### config.mk
export PLATFORM = sky130hd
export DESIGN_NAME = delay_calibrator
export DESIGN_NICKNAME = d
export VERILOG_FILES = /design/src/rtl/delay_calibrator.sv
export SDC_FILE = /design/constraint.sdc
export NUM_CORES = 1
export LEC_CHECK = 0
export ABC_AREA = 1
export CORE_MARGIN = 2
export CORE_UTILIZATION = 45
export CTS_CLUSTER_DIAMETER = 40
export CTS_CLUSTER_SIZE = 25
export DETAILED_ROUTE_END_ITERATION = 6
export HOLD_SLACK_MARGIN = 0.1
export PLACE_DENSITY = 0.67
export REMOVE_ABC_BUFFERS = 1
export SYNTH_ARGS = -nofsm -noshare
export SYNTH_HDL_FRONTEND = slang
export SYNTH_SLANG_ARGS = --single-unit
### constraint.sdc
create_clock -name clk -period 1.7 [get_ports clk]
set_input_delay 0.255 -clock clk [delete_from_list [all_inputs] [get_ports clk]]
set_output_delay 0.255 -clock clk [all_outputs]
set_load 0.005 [all_outputs]
### src/rtl/delay_calibrator.sv
// Sweeps the iCE40 PLL fine delay 0..15 and finds the first sampled level flip.
// Optional macro DELAY_CAL_HISTORY_EN builds the per-step history register.
module delay_calibrator #(
  parameter int unsigned WINDOW_LOG2    = 8,
  parameter int unsigned SETTLE_CYCLES  = 16,
  parameter logic [3:0]  RELATIVE_DELAY = 4'b0000
) (
  input  logic        clk,
  input  logic        reset,
  input  logic        start,
  input  logic        sample_in,
  output logic [7:0]  delay,
  output logic        busy,
  output logic        done,
  output logic        edge_found,
  output logic [3:0]  edge_delay,
  output logic [15:0] history
);

  localparam int unsigned CW = WINDOW_LOG2 + 1;
  localparam logic [CW-1:0] HALF =
    CW'(2 ** (WINDOW_LOG2 - 1));

  typedef enum logic [2:0] {
    S_IDLE,
    S_SETTLE,
    S_MEASURE,
    S_EVAL,
    S_FINISH
  } state_t;

  state_t r_state;
  state_t w_next;

  logic                   r_sync1;
  logic                   r_sync2;
  logic [3:0]             r_step;
  logic [3:0]             r_delay;
  logic [7:0]             r_settle;
  logic [WINDOW_LOG2-1:0] r_win;
  logic [CW-1:0]          r_ones;
  logic                   r_prev;
  logic                   r_busy;
  logic                   r_done;
  logic                   r_found;
  logic [3:0]             r_edge;

  logic w_bit;
  logic w_flip;
  logic w_settle_last;
  logic w_win_last;
  logic w_start_ok;

  assign w_bit         = r_ones > HALF;
  assign w_flip        = (r_step != 4'h0) && (w_bit != r_prev);
  assign w_settle_last = r_settle == 8'(SETTLE_CYCLES - 1);
  assign w_win_last    = &r_win;
  assign w_start_ok    = (r_state == S_IDLE) && start;

  always_ff @(posedge clk or negedge reset) begin
    if (!reset) begin
      r_sync1 <= 1'b0;
      r_sync2 <= 1'b0;
    end else begin
      r_sync1 <= sample_in;
      r_sync2 <= r_sync1;
    end
  end

  always_ff @(posedge clk or negedge reset) begin
    if (!reset) r_state <= S_IDLE;
    else        r_state <= w_next;
  end

  always_comb begin
    w_next = r_state;
    unique case (r_state)
      S_IDLE:    if (start) w_next = S_SETTLE;
      S_SETTLE:  if (w_settle_last) w_next = S_MEASURE;
      S_MEASURE: if (w_win_last) w_next = S_EVAL;
      S_EVAL: begin
        if (w_flip || r_step == 4'hf) w_next = S_FINISH;
        else                          w_next = S_SETTLE;
      end
      S_FINISH:  w_next = S_IDLE;
      default:   w_next = S_IDLE;
    endcase
  end

  always_ff @(posedge clk or negedge reset) begin
    if (!reset) begin
      r_step   <= 4'h0;
      r_delay  <= 4'h0;
      r_settle <= 8'h0;
      r_win    <= '0;
      r_ones   <= '0;
      r_prev   <= 1'b0;
      r_busy   <= 1'b0;
      r_done   <= 1'b0;
      r_found  <= 1'b0;
      r_edge   <= 4'h0;
    end else begin
      r_done <= 1'b0;
      unique case (r_state)
        S_IDLE: begin
          if (start) begin
            r_step   <= 4'h0;
            r_delay  <= 4'h0;
            r_settle <= 8'h0;
            r_prev   <= 1'b0;
            r_found  <= 1'b0;
            r_edge   <= 4'h0;
            r_busy   <= 1'b1;
          end
        end
        S_SETTLE: begin
          r_settle <= r_settle + 8'h1;
          if (w_settle_last) begin
            r_ones <= '0;
            r_win  <= '0;
          end
        end
        S_MEASURE: begin
          r_ones <= r_ones + CW'(r_sync2);
          r_win  <= r_win + 1'b1;
        end
        S_EVAL: begin
          if (w_flip) begin
            r_found <= 1'b1;
            r_edge  <= r_step;
          end else if (r_step != 4'hf) begin
            r_prev   <= w_bit;
            r_step   <= r_step + 4'h1;
            r_delay  <= r_step + 4'h1;
            r_settle <= 8'h0;
          end
        end
        S_FINISH: begin
          r_done  <= 1'b1;
          r_busy  <= 1'b0;
          r_delay <= r_found ? r_edge : 4'h0;
        end
        default: ;
      endcase
    end
  end

`ifdef DELAY_CAL_HISTORY_EN
  logic [15:0] r_hist;

  always_ff @(posedge clk or negedge reset) begin
    if (!reset)                  r_hist <= 16'h0;
    else if (w_start_ok)         r_hist <= 16'h0;
    else if (r_state == S_EVAL)  r_hist[r_step] <= w_bit;
  end

  assign history = r_hist;
`else
  assign history = 16'h0000;
`endif

  assign delay      = {RELATIVE_DELAY, r_delay};
  assign busy       = r_busy;
  assign done       = r_done;
  assign edge_found = r_found;
  assign edge_delay = r_edge;

endmodule

==> impl_metrics.py <==
metrics = {
    "pwr": {
        "pwr_density_cell_nw_per_um2": 755,
        "p_leak_nw": 1.45,
        "fin_total_pwr_mw": 2.24,
        "vdd.ir_drop.worst_mv": 0.371,
    },
    "finish": {
        "postLayoutCoreUtil_pct": 53.6,
        "antennaDiodeCount": 0,
        "drive_gt1_share_pct": 16.4,
        "syn2layout_area_growth_pct": 14.9,
        "fill_cells": 525,
        "multi_input_area_um2": 1270,
        "seq_area_um2": 1150,
        "finalNetCount": 350,
    },
    "timing": {
        "hold_viol": 0,
        "fmax_mhz": 634,
        "holdWs_ns": 0.353,
        "finalSetupViolations": 0,
        "slew_viol_final": 0,
        "finalCriticalPeriod_ns": 1.58,
        "setup-tns-final_ns": 0,
        "skew_ns": 0.00886,
        "fin_crit_sh_pct": 92.8,
        "rsz0062_at_grt": "yes",
    },
    "floorplanning": {
        "dieWidth_um": 79.8,
        "core_um2": 5540,
        "num_io_pins": 35,
        "chipHeight_um": 79.8,
        "initial_utilization_pct": 46.6,
        "num_rows": 27,
        "dieArea_um2": 6360,
    },
    "flow_run": {
        "cap_violations": 0,
    },
    "critical_path": {
        "rr_worst_depth": 8,
        "cp.arrival_ns": 1.75,
        "reg2reg_from": "r_ones[0]",
        "setup.worst_path.start": "r_ones[0]",
        "cp.required_ns": 1.88,
        "cp-start-kind": "flop",
        "critical_path.max_fanout": 2,
        "worstSetupEndpointType": "flop",
        "cp-endpoint": "r_ones[8]",
        "r2r_slack_ns": 0.12,
        "critical_path_class": "flop to flop",
        "r2r_end": "r_ones[8]",
    },
    "clock_network": {
        "clkTransAtPathRegs_ns": 0.09,
        "cts_inserted_buffers": 5,
        "cts_tree": "yes",
        "clock_latency_ns": 0.30,
        "h-tree-depth": 2,
        "clockBufferDepth": 2,
        "ctsRootBufferMaster": "clkbuf_8",
        "cts_sinks": 46,
    },
    "synth": {
        "synth_top_family_by_area": "simple AND/OR/NAND/NOR gates",
        "synth_seq_cells": 46,
        "synth-edff-count": 0,
        "ys_seq_area_share_pct": 44.6,
        "synth_cells": 313,
        "ys_top_cells_by_area": "dfrtp_1 (45%), nand2_1 (10%), buf_4 (6.7%)",
        "syn_area_um2": 2580,
        "syn-mean-instance-area_um2": 8.25,
        "ys_types": 35,
        "synth.top_cell.area_share_pct": 44.6,
        "synthMuxAreaShare_pct": 0,
        "synth_compound_area_share_pct": 8.28,
        "synth_simple_gate_area_share_pct": 28.8,
        "yosysTopAreaCell": "dfrtp_1",
        "synth_xor_area_share_pct": 2.71,
        "synth-async-reset-ratio_pct": 100,
        "yosys_most_used_dff": "dfrtp_1",
        "ys.warnings.count": 0,
        "synth_fa_ha_area_share_pct": 2.91,
    },
    "placement": {
        "numPortBuffers": 14,
        "routabilityCongestion": 0.800,
        "dp_hpwl_um": 3390,
    },
    "grt": {
        "grt_use_total_pct": 17.0,
        "grt_pass1_vias": 1906,
        "antenna_found_initial": 0,
        "overflow": 0,
        "grt_start_max_net_pins": 47,
        "grt_pass1_wl_um": 8510,
    },
    "detailed_routing": {
        "routed_wl_um": 5110,
        "post-route-drc-count": 0,
        "vias": 2081,
        "drt_iter0_drc": 108,
        "vias_per_cell": 5.04,
        "ant_nets": 0,
        "wl_per_cell_um": 12.4,
        "first_pass_iters": 4,
    },
    "status": {
        "status": "finished, final reports clean",
    },
    "hold_path": {
        "hp-class": "flop to flop",
    },
}
[per-layer routing]
metal | vias to the layer above | part of all wire [%] | track usage (%)
met4 | 0 | 1.3 | 6.10
met3 | 6 | 3.3 | 3.39
li1 | 1043 | - | -
met5 | - | 0 | 0
met2 | 47 | 49 | 27.2
met1 | 985 | 46 | 22.9
[worst min-delay path by stage]
stage / from / to / slack (ns) / depth (start not counted)
after floorplan: reset / busy / -0.04 / 0
after global placement: reset / r_win[4] / 0.26 / 2
after detailed placement: reset / r_win[0] / 0.26 / 2
after CTS: r_sync1 / r_sync2 / 0.36 / 0
after global routing: r_sync1 / r_sync2 / 0.37 / 0
final: r_sync1 / r_sync2 / 0.35 / 0
[power breakdown]
| group | internal, mW | switching [mW] |
|---|---|---|
| sequential | 1.16 | 0.0735 |
| clock | 0.329 | 0.370 |
| combinational | 0.142 | 0.162 |
| total | 1.63 | 0.606 |
[worst max-delay path, cell delays in order (launching register included)]
cell and delay [ns]:
dfrtp_1 0.36, ha_2 0.21, ha_4 0.14, nand3_2 0.09, nor2_1 0.12, nand2_1 0.10
nor3_2 0.22, buf_4 0.14, a31oi_1 0.07
[area by class of cell]
class                           instances  area share [%]
Tap cell                               72            3.04
Timing Repair Buffer                   25            7.84
Inverter                               35            4.43
Clock inverter                          1           0.169
Multi-Input combinational cell        227            42.8
Clock buffer                            7            2.91
Sequential cell                        46            38.8
[synthesized netlist by cell type, types with 2 or more instances]
cell     instances
nor2_1          24
xor2_1           7
buf_2            2
nor2_4           2
nand2_2          3
a31o_2           2
nand4_1         11
ha_1             6
dfrtp_1         46
buf_4           23
inv_1           27
or2_2            4
o21ai_0          5
nand3_2          3
a21oi_1         12
o22ai_1          6
inv_2            8
nand3_1         30
nand2_1         72
o21ai_1          5
[sequential cells by signal, indices dropped and copies added, names as in the netlist]
signal      flops
r_delay         4
busy            1
r_settle        8
r_state         3
r_sync1         1
r_sync2         1
r_ones          9
r_step          4
edge_delay      4
r_win           8
r_prev          1
done            1
edge_found      1
[what timing repair did]
item,CTS,global route
setup buffers,0,2
setup endpoints to repair,0,23
endpoints found under the hold margin,46,0
hold buffers,1,0
resized for setup,0,14
[logic make-up after synthesis]
| logic type | count (synthesis) |
|---|---|
| simple gates | 155 |
| xor+xnor | 8 |
| buf+inv | 61 |
| fa+ha+maj | 6 |
| other cells | 1 |
| compound gates | 36 |
| flops | 46 |
[cell usage in the layout (no fill, tap or decap), types with 2 or more instances in the layout]
cell,count
ha_1,3
o22ai_1,6
nand4_4,2
o21ai_0,5
nor2_1,23
clkdlybuf4s50_1,13
o21ai_1,5
xor2_1,7
nand3_2,4
buf_4,9
or2_2,4
nor2_4,2
ha_4,2
nor2_2,2
nand2_1,71
nand2_4,2
nand2_2,3
a21oi_1,12
clkbuf_8,6
inv_2,9
nand4_1,11
inv_1,26
dfrtp_1,46
nand3_4,2
a31o_2,2
conb_1,20
nand3_1,28
[stage by stage]
| step | instances | setup slack [ns] | area (um^2) |
|---|---|---|---|
| finish | 413 | 0.123 | 2970 |
| floorplan | 306 | 0.237 | 2460 |
| global route | 413 | -0.0318 | 2970 |
| CTS | 409 | 0.00270 | 2860 |
| detailed placement | 400 | 0.0156 | 2760 |
| global placement | 400 | 0.0564 | 2760 |
(Power assumes the default switching activity.)
